--- src/rtl/telemetry_pkg.sv ---
// rtl/telemetry_pkg.sv - shared constants, state encoding and helpers for the hex telemetry framer
//
// Purpose: ASCII constants, framer FSM state encoding, nibble-to-ASCII
// conversion and frame geometry helpers shared by the framer files.
// Ports: none (package).

package telemetry_pkg;

   localparam logic [7:0] SP    = 8'h20;
   localparam logic [7:0] CR    = 8'h0D;
   localparam logic [7:0] LF    = 8'h0A;
   localparam logic [7:0] COLON = 8'h3A;

   typedef enum logic [2:0] {
      ST_IDLE,
      ST_DECIDE,
      ST_SNAP,
      ST_LOAD,
      ST_START,
      ST_WAIT_ACK,
      ST_WAIT_DONE
   } state_t;

   // 0..9 -> '0'..'9', A..F -> 'A'..'F'
   function automatic logic [7:0] hex_ascii(input logic [3:0] n);
      return (n < 4'd10) ? (8'h30 + {4'h0, n}) : (8'h37 + {4'h0, n});
   endfunction

   function automatic int hex_digits(input int data_w);
      return (data_w + 3) / 4;
   endfunction

   // seq prefix + all hex fields + separators + CR LF
   function automatic int frame_len(input int num_ch, input int data_w, input int seq_en);
      return 3 * seq_en + num_ch * hex_digits(data_w) + num_ch - 1 + 2;
   endfunction

endpackage

--- src/rtl/framer_byte_sel.sv ---
// rtl/framer_byte_sel.sv - maps a frame byte index to its ASCII byte
//
// Purpose: combinational byte mux over the snapshot and sequence number.
// Ports:
//   i_snap  in   NUM_CH*DATA_W  captured channel values, channel 0 in LSBs
//   i_seq   in   8              sequence number shown in the prefix
//   i_idx   in   IDX_W          byte index within the frame
//   o_byte  out  8              ASCII byte at that index

module framer_byte_sel
   import telemetry_pkg::*;
#(
   parameter int NUM_CH = 5,
   parameter int DATA_W = 12,
   parameter int SEQ_EN = 1,
   parameter int IDX_W  = 6
) (
   input  logic [NUM_CH*DATA_W-1:0] i_snap,
   input  logic [7:0]               i_seq,
   input  logic [IDX_W-1:0]         i_idx,
   output logic [7:0]               o_byte
);

   localparam int DIGITS = hex_digits(DATA_W);
   localparam int FIELD  = DIGITS + 1;                    // digits plus trailing separator
   localparam int BODY   = 3 * SEQ_EN;                    // index of the first channel digit
   localparam int CR_POS = BODY + NUM_CH * FIELD - 1;     // the last channel's separator slot holds CR

   int                  w_pos;
   logic [4*DIGITS-1:0] w_pad;

   always_comb begin
      o_byte = 8'h00;
      w_pad  = '0;
      w_pos  = int'(i_idx);
      if (SEQ_EN != 0 && w_pos == 0) begin
         o_byte = hex_ascii(i_seq[7:4]);
      end else if (SEQ_EN != 0 && w_pos == 1) begin
         o_byte = hex_ascii(i_seq[3:0]);
      end else if (SEQ_EN != 0 && w_pos == 2) begin
         o_byte = COLON;
      end else if (w_pos == CR_POS) begin
         o_byte = CR;
      end else if (w_pos == CR_POS + 1) begin
         o_byte = LF;
      end else begin
         for (int c = 0; c < NUM_CH; c++) begin
            if (w_pos >= BODY + c * FIELD && w_pos < BODY + c * FIELD + DIGITS) begin
               // zero-pad to whole nibbles, then pick digits MSB first
               w_pad              = '0;
               w_pad[DATA_W-1:0]  = i_snap[c*DATA_W +: DATA_W];
               o_byte             = hex_ascii(w_pad[4*(BODY + c*FIELD + DIGITS - 1 - w_pos) +: 4]);
            end else if (w_pos == BODY + c * FIELD + DIGITS) begin
               o_byte = SP;
            end
         end
      end
   end

endmodule

--- src/rtl/hex_telemetry_framer.sv ---
// rtl/hex_telemetry_framer.sv - snapshots sensor channels and sends them as one ASCII hex line
//
// Purpose: latches frame requests, decides whether to send (periodic or
// send-on-change), snapshots all channels in one cycle and streams the
// formatted line to a start/busy byte transmitter.
// Ports:
//   clk             in   1              system clock
//   rst_n           in   1              asynchronous active-low reset
//   ch_data         in   NUM_CH*DATA_W  channel values, channel 0 in LSBs
//   trigger         in   1              single-cycle frame request
//   send_on_change  in   1              1: trigger sends only if data changed
//   force_send      in   1              single-cycle unconditional frame request
//   tx_busy         in   1              transmitter busy
//   tx_start        out  1              single-cycle transmitter start pulse
//   tx_data         out  8              byte to transmit
//   frame_busy      out  1              high from snapshot through last byte
//   frame_done      out  1              pulse when the LF byte completes
//   seq_cnt         out  8              frames sent, wrapping

module hex_telemetry_framer
   import telemetry_pkg::*;
#(
   parameter int NUM_CH = 5,
   parameter int DATA_W = 12,
   parameter int SEQ_EN = 1
) (
   input  logic                     clk,
   input  logic                     rst_n,
   input  logic [NUM_CH*DATA_W-1:0] ch_data,
   input  logic                     trigger,
   input  logic                     send_on_change,
   input  logic                     force_send,
   input  logic                     tx_busy,
   output logic                     tx_start,
   output logic [7:0]               tx_data,
   output logic                     frame_busy,
   output logic                     frame_done,
   output logic [7:0]               seq_cnt
);

   localparam int             FRAME_LEN   = frame_len(NUM_CH, DATA_W, SEQ_EN);
   localparam int             IDX_W       = $clog2(FRAME_LEN);
   localparam logic [IDX_W-1:0] LAST_IDX  = IDX_W'(FRAME_LEN - 1);
   localparam logic [2:0]     ACK_TIMEOUT = 3'd3;   // four cycles in WAIT_ACK

   state_t                    r_state;
   state_t                    w_next;
   logic                      r_pending;
   logic                      r_pending_force;
   logic                      r_first;
   logic [NUM_CH*DATA_W-1:0]  r_snap;
   logic [NUM_CH*DATA_W-1:0]  r_last_sent;
   logic [7:0]                r_seq_cnt;
   logic [IDX_W-1:0]          r_idx;
   logic [2:0]                r_ack_cnt;
   logic [7:0]                r_tx_data;
   logic [7:0]                w_byte;
   logic                      w_send;
   logic                      w_last_byte;

   framer_byte_sel #(
      .NUM_CH (NUM_CH),
      .DATA_W (DATA_W),
      .SEQ_EN (SEQ_EN),
      .IDX_W  (IDX_W)
   ) u_byte_sel (
      .i_snap (r_snap),
      .i_seq  (r_seq_cnt),
      .i_idx  (r_idx),
      .o_byte (w_byte)
   );

   always_ff @(posedge clk or negedge rst_n) begin
      if (!rst_n) begin
         r_state <= ST_IDLE;
      end else begin
         r_state <= w_next;
      end
   end

   always_comb begin
      w_next      = r_state;
      tx_start    = 1'b0;
      frame_busy  = 1'b0;
      frame_done  = 1'b0;
      w_send      = r_pending_force || !send_on_change || r_first || (ch_data != r_last_sent);
      w_last_byte = (r_idx == LAST_IDX);
      unique case (r_state)
         ST_IDLE: begin
            if (r_pending) w_next = ST_DECIDE;
         end
         ST_DECIDE: begin
            w_next = w_send ? ST_SNAP : ST_IDLE;
         end
         ST_SNAP: begin
            frame_busy = 1'b1;
            w_next     = ST_LOAD;
         end
         ST_LOAD: begin
            frame_busy = 1'b1;
            w_next     = ST_START;
         end
         ST_START: begin
            frame_busy = 1'b1;
            if (!tx_busy) begin
               tx_start = 1'b1;
               w_next   = ST_WAIT_ACK;
            end
         end
         ST_WAIT_ACK: begin
            frame_busy = 1'b1;
            if (tx_busy) begin
               w_next = ST_WAIT_DONE;
            end else if (r_ack_cnt == ACK_TIMEOUT) begin
               w_next = ST_START;   // transmitter ignored the pulse: send it again
            end
         end
         ST_WAIT_DONE: begin
            frame_busy = 1'b1;
            if (!tx_busy) begin
               if (w_last_byte) begin
                  frame_done = 1'b1;
                  // a request latched during the frame is decided without an idle cycle
                  w_next     = r_pending ? ST_DECIDE : ST_IDLE;
               end else begin
                  w_next = ST_LOAD;
               end
            end
         end
         default: w_next = ST_IDLE;
      endcase
   end

   always_ff @(posedge clk or negedge rst_n) begin
      if (!rst_n) begin
         r_pending       <= 1'b0;
         r_pending_force <= 1'b0;
         r_first         <= 1'b1;
         r_snap          <= '0;
         r_last_sent     <= '0;
         r_seq_cnt       <= 8'h00;
         r_idx           <= '0;
         r_ack_cnt       <= 3'd0;
         r_tx_data       <= 8'h00;
      end else begin
         // clear first so that a request arriving in the same cycle is kept
         if (r_state == ST_SNAP || (r_state == ST_DECIDE && !w_send)) begin
            r_pending       <= 1'b0;
            r_pending_force <= 1'b0;
         end
         if (trigger || force_send) r_pending       <= 1'b1;
         if (force_send)            r_pending_force <= 1'b1;

         unique case (r_state)
            ST_SNAP: begin
               r_snap <= ch_data;
               r_idx  <= '0;
            end
            ST_LOAD: begin
               r_tx_data <= w_byte;
            end
            ST_START: begin
               r_ack_cnt <= 3'd0;
            end
            ST_WAIT_ACK: begin
               if (!tx_busy) r_ack_cnt <= r_ack_cnt + 3'd1;
            end
            ST_WAIT_DONE: begin
               if (!tx_busy) begin
                  if (w_last_byte) begin
                     r_last_sent <= r_snap;
                     r_first     <= 1'b0;
                     r_seq_cnt   <= r_seq_cnt + 8'd1;
                  end else begin
                     r_idx <= r_idx + 1'b1;
                  end
               end
            end
            default: begin
            end
         endcase
      end
   end

   assign tx_data = r_tx_data;
   assign seq_cnt = r_seq_cnt;

endmodule

--- config.mk ---
export PLATFORM = sky130hd
export DESIGN_NAME = hex_telemetry_framer
export DESIGN_NICKNAME = d
export VERILOG_FILES = /design/src/rtl/telemetry_pkg.sv /design/src/rtl/framer_byte_sel.sv /design/src/rtl/hex_telemetry_framer.sv
export SDC_FILE = /design/constraint.sdc
export NUM_CORES = 1
export LEC_CHECK = 0
export CORE_MARGIN = 8
export CORE_UTILIZATION = 58
export CTS_CLUSTER_SIZE = 24
export DETAILED_ROUTE_END_ITERATION = 10
export DONT_BUFFER_PORTS = 1
export GPL_TIMING_DRIVEN = 0
export PLACE_DENSITY = 0.82
export SYNTH_ARGS = -nofsm -noshare
export SYNTH_HDL_FRONTEND = slang
export SYNTH_SLANG_ARGS = --single-unit
--- constraint.sdc ---
create_clock -name clk -period 2.61 [get_ports clk]
set_input_delay 0.522 -clock clk [delete_from_list [all_inputs] [get_ports clk]]
set_output_delay 0.522 -clock clk [all_outputs]
set_load 0.005 [all_outputs]
==> summary.md, run 1 <==
| Metric | Value |
|---|---|
| Share of synthesized registers carrying an async set or reset | 1.00 |
| Initial antenna violation count | 2 |
| Global-route wire length before repair | 37.1 mm |
| Post-synthesis average cell area | 11.1 µm² |
| Worst setup SP type | flop |
| Pleak | 4.28 nW |
| Hold Path Class | primary input to async pin |
| Status | finished, violations left |
| Worst path required time | 2.97 ns |
| Die Span X | 136 µm |
| Gr ovfl total | 0 |
| DP HPWL | 16.7 mm |
| Aggregate global-route resource usage | 0.263 |
| Netlist Area Pre-Place | 8410 µm² |
| Final Max Slew Viols | 0 |
| Area share of and/or/nand/nor cells after synthesis | 0.113 |
| Seq/Total Area, Yosys | 0.444 |
| # rows | 44 |
| PnR worst setup slack | -0.0635 ns |
| Clock sink count | 149 |
| RSZ-0062 raised after global routing | true |
| Fraction of layout cells with a size suffix above 1 | 0.340 |
| Worst-path clk slew | 0.06 ns |
| Switching power | 3.88 mW |
| Synth Warn # | 0 |
| Crit Path Category | flop to flop |
| XOR/XNOR Fraction of Synth Area | 0.0802 |
| Sw frac | 0.374 |
| Worst ir drop on vdd | 0.635 mV |
| Setup violators final | 8 |
| Setup Skew | 0.0122 ns |
| Clk_lat worst skew | 0.43 ns |
| Most instantiated cells after synthesis | dfrtp_1, mux2_2, nand2_1 |
| Period minus WS final | 2.67 ns |
| I/O pin cnt | 85 |
| Slowest-stage cell, CP | dfrtp_2 |
| Synth Area in Adders | 0.0298 |
| Synth top area share | 0.440 |
| Critical path cell sequence | buf_12, buf_12, buf_4, mux2_4, a22o_1, nand2_4, ha_4, o32ai_1, nand2_1, a21oi_1, o21ai_0, a21oi_1 |
| Vias post-DR | 6356 |
| FF+latch count, synth | 149 |
| Syn Nets | 841 |
| Crit path max-delay family | compound AO/OA/AOI/OAI gates |
| Max Cap Violations | 0 |
| Rel. slew slack | 0.488 |
| CP Capture Type | flop |
| Ant. Diodes | 0 |
| DP Area | 8670 µm² |
| Clock Power Share | 0.241 |
| Actual slew at the worst max-slew pin | 0.767 ns |
| Multi-input logic area | 4720 µm² |
| Count leader, synth | dfrtp_1 |
| Arr. time, crit path | 3.03 ns |
| Placer Congestion | 0.928 |
| Initial Utilization | 0.585 |
| Fin nets | 884 |
| CTS Buf Count | 17 |
| Top FF cell, synth | dfrtp_1 |
| Setup TNS | -0.289 ns |
| Port bufs | 0 |
| CTS max path bufs | 2 |
| Via density | 6.39 |
| Via count of the first global-routing pass | 6670 |
| Register area | 3730 µm² |
| Final period util | 1.02 |
| DRC | 0 |
| Buf+Inv Stages, Crit Path | 3 |
| Worst hold slack | -0.207 ns |
| Cell Int Power | 6.50 mW |
| Final Util | 0.682 |
| Synth unique cells | 76 |
| Multiplexer share of the synthesized area | 0.192 |
| Core area | 14400 µm² |
| Root Buffer Master | clkbuf_16 |
| Failing checks | hold timing, setup timing |
| Comb power frac | 0.422 |
| Max incr delay on CP | 0.44 ns |
| Top Metal Used | met5 |
| Final antenna-violating net count | 0 |
| H-tree depth | 4 |
| Met2 wire length | 11.4 mm |
| Initial drt markers | 471 |
| WL per Instance | 23.6 µm |
| Achievable Freq | 374 MHz |
| Die Ht | 136 µm |
| DR WL met3 | 1.97 mm |
| Final Hold Fails | 148 |
| Main combinational cell family by area after synthesis | multiplexers |
| Sequential Power Share | 0.336 |
| Final Cell Area | 9800 µm² |
| Drt first pass iters | 6 |
| Routed wire length | 23.4 mm |
| Synth area leaders | dfrtp_1, mux2_2, xor2_1, xnor2_1, ha_1 |
| M1 WL | 9.00 mm |
| Critical path fanouts, max | 5 |
| PD cells | 1060 nW/µm² |
| Pin count of the biggest net entering global routing | 150 |
| Post-Place Worst Slack | -0.563 ns |
| Die area | 18600 µm² |
| CTS tree | built |
| Compound-Gate Fraction of Synth Area | 0.110 |
| Area growth from synthesis to layout | 16.5% |
| Yosys top cell by area | dfrtp_1 |
| Post-synth EDFFs | 0 |
| Mapped Cells | 755 |
| Fill cells | 1023 |
| Pwr Total | 10.4 mW |
==> cells by family (layout without fill, tap and decap cells) <==
| family | after synthesis | count (layout) |
|---|---|---|
| other cells | 1 | 1 |
| simple gates | 176 | 176 |
| compound gates | 137 | 137 |
| flops | 149 | 149 |
| fa+ha+maj | 20 | 20 |
| buf+inv | 51 | 106 |
| mux | 144 | 144 |
| xor+xnor | 77 | 77 |
==> stage by stage <==
stage,hold WS (ns),cells
3_5_place_dp,0.232,939
5_1_grt,-0.224,994
2_1_floorplan,0.226,755
3_3_place_gp,0.233,939
6_report,-0.207,994
4_1_cts,-0.221,993
==> layout make-up <==
type	count	share of cell area
plain buffers	37	0.0282
well taps	184	0.0235
multi-input cells	555	0.482
repair buffers	24	0.0181
clock buffers	21	0.0460
inverters	14	0.00638
clock inverters	10	0.0149
flip-flops and latches	149	0.381
==> sequential cells by signal (all words and copies together), names as in the netlist, 3 cells and up <==
register	count
r_ack_cnt	3
r_last_sent	60
r_snap	60
tx_data	7
seq_cnt	8
r_state	3
r_idx	5
==> cells in the final DEF (no fill, tap or decap), drive strengths merged, types with 4 or more instances in the layout <==
master / instances
buf: 46
a22o: 6
or3: 4
mux2i: 15
xor2: 46
and2: 10
a211oi: 5
dfrtp: 148
mux2: 129
xnor2: 31
nor4: 14
nand4: 14
nor4b: 4
o21ai: 40
nand3: 8
inv: 17
nor2b: 10
clkbuf: 36
nand2: 57
nand2b: 7
a31oi: 6
nor2: 29
nor3: 6
o211ai: 8
ha: 20
a22oi: 8
a21oi: 32
o2bb2ai: 6
==> worst paths after layout <==
check,startpoint,to,cells after the start,slack [ns]
min in group clk,force_send,r_pending_force,1,0.19
max reg2reg,r_idx[1],tx_data[1],12,-0.06
max in group asynchronous,rst_n,r_last_sent[8],0,2.54
min,rst_n,tx_data[1],0,-0.21
min reg2reg,r_first,r_first,1,0.48
max,r_idx[1],tx_data[1],12,-0.06
==> power groups by stage <==
stage / logic [mW] / clock network, mW / registers [mW]
floorplan: 2.81 / 0 / 3.28
global placement: 3.45 / 0 / 3.42
detailed placement: 3.59 / 0 / 3.48
CTS: 4.08 / 2.52 / 3.45
global route: 4.70 / 2.61 / 3.56
finish: 4.38 / 2.50 / 3.49
==> layer usage <==
layer / global-route usage / vias up
li1: - / 2802
met1: 0.308 / 3209
met2: 0.433 / 264
met3: 0.0831 / 77
met4: 0.126 / 4
met5: 0 / -
==> repair_timing <==
item,4_1_cts,5_1_grt
setup endpoints to repair,67,9
pin swaps,24,18
hold endpoints to repair,149,149
gates resized for setup,57,29
gates cloned,1,0
buffers inserted,22,1
Power figures use the tool's default switching activity.
==> run 2, diff against run 1 <==
- CORE_MARGIN: 8 -> not set
- SLEW_MARGIN: not set -> 0
==> run 2 against run 1 <==
Compared with the run above:
- wire length fell by 0.38%
- sequential cell count unchanged
- critical path depth down 1
- the flow still finishes with violations (hold timing, setup timing)
- non-clock buffer count increased by 8
- critical endpoint is now tx_data[2]
- total power grew 2.3%
- fmax is essentially flat
==> summary.md, run 2 (synthesis gave the netlist of run 1 again) <==
| Metric | Value |
|---|---|
| Fin nets | 892 |
| Achievable Freq | 374 MHz |
| Port bufs | 0 |
| I/O pin cnt | 85 |
| Fraction of layout cells with a size suffix above 1 | 0.371 |
| PnR worst setup slack | -0.0652 ns |
| Drt first pass iters | 5 |
| Placed insts | 935 |
| Area growth from synthesis to layout | 19.6% |
| CTS tree | built |
| Worst-path clk slew | 0.06 ns |
| Via density | 6.45 |
| Worst hold slack | -0.209 ns |
| Failing checks | hold timing, setup timing |
| Initial Utilization | 0.601 |
| Worst setup SP type | flop |
| Multi-input logic area | 4880 µm² |
| DP HPWL | 16.0 mm |
| CTS Buf Count | 17 |
| Actual slew at the worst max-slew pin | 0.838 ns |
| Cell Int Power | 6.54 mW |
| Setup TNS | -0.239 ns |
| Final Util | 0.719 |
| Clock sink count | 149 |
| Worst ir drop on vdd | 0.673 mV |
| Pin count of the biggest net entering global routing | 150 |
| Switching power | 4.07 mW |
| WL per Instance | 23.4 µm |
| Arr. time, crit path | 3.04 ns |
| Max Cap Violations | 0 |
| # rows | 43 |
| Die area | 15000 µm² |
| Pleak | 4.37 nW |
| CTS max path bufs | 2 |
| Core area | 14000 µm² |
| Final Max Slew Viols | 0 |
| Commonest non-fill, non-tap cell in the layout | dfrtp_1 |
| Fill cells | 952 |
| Sw frac | 0.384 |
| Finished Layout Cells | 999 |
| Crit Path Category | flop to flop |
| Comb power frac | 0.435 |
| Most frequent cells in the layout | dfrtp_1, mux2_2, nand2_1, xor2_1 |
| Setup violators final | 7 |
| Final period util | 1.02 |
| Period minus WS final | 2.68 ns |
| DRC | 0 |
| Global-route wire length before repair | 35.1 mm |
| PD cells | 1060 nW/µm² |
| FF-to-FF Start | r_idx[1] |
| Initial antenna violation count | 0 |
| Die Span X | 122 µm |
| Vias post-DR | 6444 |
| Sequential Power Share | 0.329 |
| Critical path fanouts, max | 4 |
| Root Buffer Master | clkbuf_16 |
| Clock Power Share | 0.236 |
| CP Capture Type | flop |
| Aggregate global-route resource usage | 0.319 |
| Rel. slew slack | 0.441 |
| Via count of the first global-routing pass | 6517 |
| Gr ovfl total | 0 |
| H-tree depth | 4 |
| Clk_lat worst skew | 0.43 ns |
| Initial drt markers | 481 |
| Final Hold Fails | 149 |
| Worst Reg-to-Reg Cells | 11 |
| Hold Path Class | primary input to async pin |
| Routed wire length | 23.3 mm |
| Status | finished, violations left |
| Die Ht | 122 µm |
| RR Endpoint | tx_data[2] |
| FF-to-FF setup slack | -0.07 ns |
| RSZ-0062 raised after global routing | true |
| Placer Congestion | 0.912 |
| Worst path required time | 2.97 ns |
| Final antenna-violating net count | 0 |
| Ant. Diodes | 0 |
| Setup Skew | 0.00701 ns |
| Register area | 3730 µm² |
-- run 2: changes by cell type in the layout (fill, tap and decap cells not counted), sizes merged --
cell      previous run  this run
clkbuf              36        32
bufinv               3         2
clkinv               3         4
clkinvlp             1         0
buf                 46        55
inv                 17        22
-- run 2: area by class of cell --
class                   instances  area share
repair buffers                 32      0.0256
plain buffers                  37      0.0290
flip-flops and latches        149       0.371
clock buffers                  18      0.0437
multi-input cells             555       0.486
inverters                      14     0.00622
clock inverters                14      0.0162
well taps                     180      0.0224
-- run 2: how the worst max path moves through the flow --
stage	from	to	slack, ns	cells past startpoint
finish	r_idx[1]	tx_data[2]	-0.07	11
global route	r_idx[1]	tx_data[6]	-0.16	15
CTS	r_idx[1]	tx_data[4]	-0.04	14
detailed placement	r_idx[1]	tx_data[6]	-0.52	15
global placement	r_idx[1]	tx_data[6]	-0.52	15
floorplan	r_idx[1]	tx_data[4]	0.003	15
-- run 2: critical path: stages (launching register included) --
cell and delay [ns]:
dfrtp_2 0.43, buf_4 0.15, buf_4 0.15, ha_1 0.26
a211oi_4 0.37, a21oi_2 0.08, and2_4 0.20, nor4b_4 0.31
o21ai_1 0.13, o211ai_1 0.21, a21o_1 0.19, a22o_1 0.12
-- run 2: power groups by stage --
stage,Combinational [mW],Clock [mW],Sequential (mW)
after floorplan,2.81,0,3.28
after global placement,3.42,0,3.43
after detailed placement,3.59,0,3.49
after CTS,4.05,2.53,3.47
after global routing,4.89,2.63,3.56
final,4.62,2.51,3.49
-- run 2: per-layer routing --
layer / global-route usage / part of all wire / vias to the layer above
li1: - / - / 2817
met1: 0.381 / 0.39 / 3232
met2: 0.519 / 0.49 / 314
met3: 0.0883 / 0.076 / 81
met4: 0.175 / 0.049 / 0
met5: 0 / 0 / -
-- run 2: metrics by stage --
step                      area (µm²)  setup slack (ns)  power [mW]  hold WS [ns]
after detailed placement        8660            -0.523        7.08         0.233
after CTS                       9710           -0.0409        10.1        -0.224
after global placement          8660            -0.522        6.85         0.233
final                          10100           -0.0652        10.6        -0.209
after floorplan                 8440           0.00265        6.09         0.226
after global routing           10100            -0.157        11.1        -0.221
-- run 2: repair_timing --
item,4_1_cts,5_1_grt
buffers inserted,20,12
hold endpoints to repair,149,149
setup endpoints to repair,76,9
resized for setup,69,52
pin swaps,31,28
==> run 3, diff against run 2 <==
- CORE_UTILIZATION: 58 -> 55
- PLACE_DENSITY: 0.82 -> 0.79
- REMOVE_ABC_BUFFERS: not set -> 1
==> run 3 against run 2 <==
Compared with the run above:
- via count decreased by 2.4%
- largest cell class unchanged
- highest routed layer unchanged
- clock-buffer cell count decreased by 1
- the flow finishes with violations (DRC, hold timing, setup timing)
- first-iteration DRC count increased by 1.2%
- critical path type unchanged
==> summary.md, run 3 (synthesis gave the netlist of run 1 again) <==
| Metric | Value |
|---|---|
| DRC | 6 |
| Worst-path clk slew | 0.06 ns |
| RSZ-0062 raised after global routing | true |
| M1 WL | 8.82 mm |
| Die Ht | 126 µm |
| Initial Utilization | 0.572 |
| H-tree depth | 4 |
| Die area | 15800 µm² |
| Pin count of the biggest net entering global routing | 150 |
| Worst path required time | 2.93 ns |
| Met2 wire length | 11.0 mm |
| Drt first pass iters | 8 |
| Placer Congestion | 0.946 |
| Slowest-stage cell, CP | dfrtp_4 |
| Period minus WS final | 2.66 ns |
| Top Metal Used | met4 |
| Clock sink count | 149 |
| Worst hold slack | -0.216 ns |
| Achievable Freq | 376 MHz |
| DR WL met3 | 1.65 mm |
| Port bufs | 0 |
| Final Hold Fails | 149 |
| CTS max path bufs | 2 |
| CTS tree | built |
| PD cells | 1060 nW/µm² |
| Global-route wire length before repair | 34.5 mm |
| Area growth from synthesis to layout | 19.0% |
| Gr ovfl total | 0 |
| DP HPWL | 14.4 mm |
| Crit Path Category | flop to flop |
| Worst ir drop on vdd | 0.752 mV |
| Status | finished, violations left |
| Setup violators final | 1 |
| Most frequent cells in the layout | dfrtp_1, mux2_2, nand2_1, xor2_1, xnor2_1 |
| Pleak | 4.27 nW |
| Commonest non-fill, non-tap cell in the layout | dfrtp_1 |
| Fin nets | 872 |
| Arr. time, crit path | 2.98 ns |
| Root Buffer Master | clkbuf_16 |
| Max incr delay on CP | 0.50 ns |
| FF-to-FF Start | r_idx[1] |
| Crit path max-delay family | compound AO/OA/AOI/OAI gates |
| Placed insts | 909 |
| Buf+Inv Stages, Crit Path | 4 |
| Final period util | 1.02 |
| Fraction of layout cells with a size suffix above 1 | 0.375 |
| CTS Buf Count | 17 |
| Clk_lat worst skew | 0.44 ns |
| Routed wire length | 22.3 mm |
| WL per Instance | 22.7 µm |
| CP Capture Type | flop |
| Via count of the first global-routing pass | 6647 |
| Finished Layout Cells | 983 |
| Worst Reg-to-Reg Cells | 12 |
| Final Max Slew Viols | 0 |
| Initial drt markers | 487 |
| PnR worst setup slack | -0.0531 ns |
| Critical path fanouts, max | 4 |
| Setup Skew | 0.0102 ns |
| Worst setup SP type | flop |
| Max Cap Violations | 0 |
| Critical path cell sequence | buf_6, buf_8, buf_8, mux2_1, a22oi_2, a21oi_4, buf_6, nand3_2, xnor2_1, o211ai_1, a21o_1, a22o_1 |
| Rel. slew slack | 0.588 |
| Final antenna-violating net count | 0 |
| Aggregate global-route resource usage | 0.285 |
| Die Span X | 126 µm |
| Initial antenna violation count | 0 |
| Actual slew at the worst max-slew pin | 0.613 ns |
| I/O pin cnt | 85 |
| Vias post-DR | 6291 |
| Hold Path Class | primary input to async pin |
| FF-to-FF setup slack | -0.05 ns |
| Ant. Diodes | 0 |
| Failing checks | DRC, hold timing, setup timing |
| Pwr Total | 10.7 mW |
| Via density | 6.40 |
| Core area | 14700 µm² |
| RR Endpoint | tx_data[2] |
| # rows | 44 |
[run 3: cell count changes in the layout (fill, tap and decap cells not counted), moves of 4 or more]
cell / before / now
dfrtp_1: 146 / 142
clkbuf_1: 14 / 0
nand2_1: 48 / 52
buf_2: 9 / 0
buf_8: 3 / 7
[run 3: power by group]
group	total, mW	switching [mW]	leakage [nW]	internal [mW]
registers	3.61	0.681	1.89	2.93
clock network	2.43	1.08	0.287	1.35
logic	4.61	2.37	2.10	2.24
[run 3: cell type report]
cell class / count / area, µm²
multi-input combinational: 557 / 4890
fill: 1042 / 4690
sequential: 149 / 3740
timing repair buffer: 47 / 503
clock buffer: 17 / 425
tap: 184 / 230
clock inverter: 15 / 160
inverter: 14 / 55.1
[run 3: what timing repair did]
item                       in CTS  in global routing
setup endpoints to repair      79                 12
hold endpoints to repair      149                149
resized for setup              59                 60
gates cloned                    2                  0
buffers inserted               27                 15
pin swaps                      27                 39
[run 3: routing by layer]
layer	track usage	vias up
met1	0.342	3176
met5	0	-
met3	0.0765	63
met4	0.132	0
met2	0.479	262
li1	-	2790
[run 3: metrics by stage]
step                utilization  setup WS, ns  cell area, µm²  setup TNS (ns)
floorplan                     -         -3.89            8190         -318.37
global placement          0.573         -6.66            8420         -611.55
detailed placement        0.582         -1.11            8550          -56.31
CTS                       0.653       -0.0175            9600         -0.0204
global route              0.681       -0.0937           10000          -0.304
finish                    0.681       -0.0531           10000         -0.0531
[run 3: worst max path at each step]
stage	startpoint	end	slack, ns	cells after the start
floorplan	r_idx[1]	seq_cnt[7]	-3.89	7
global placement	r_idx[1]	seq_cnt[7]	-6.66	7
detailed placement	r_idx[1]	tx_data[4]	-1.11	11
CTS	r_idx[1]	tx_data[2]	-0.02	13
global route	r_idx[1]	tx_data[2]	-0.09	14
finish	r_idx[1]	tx_data[2]	-0.05	12
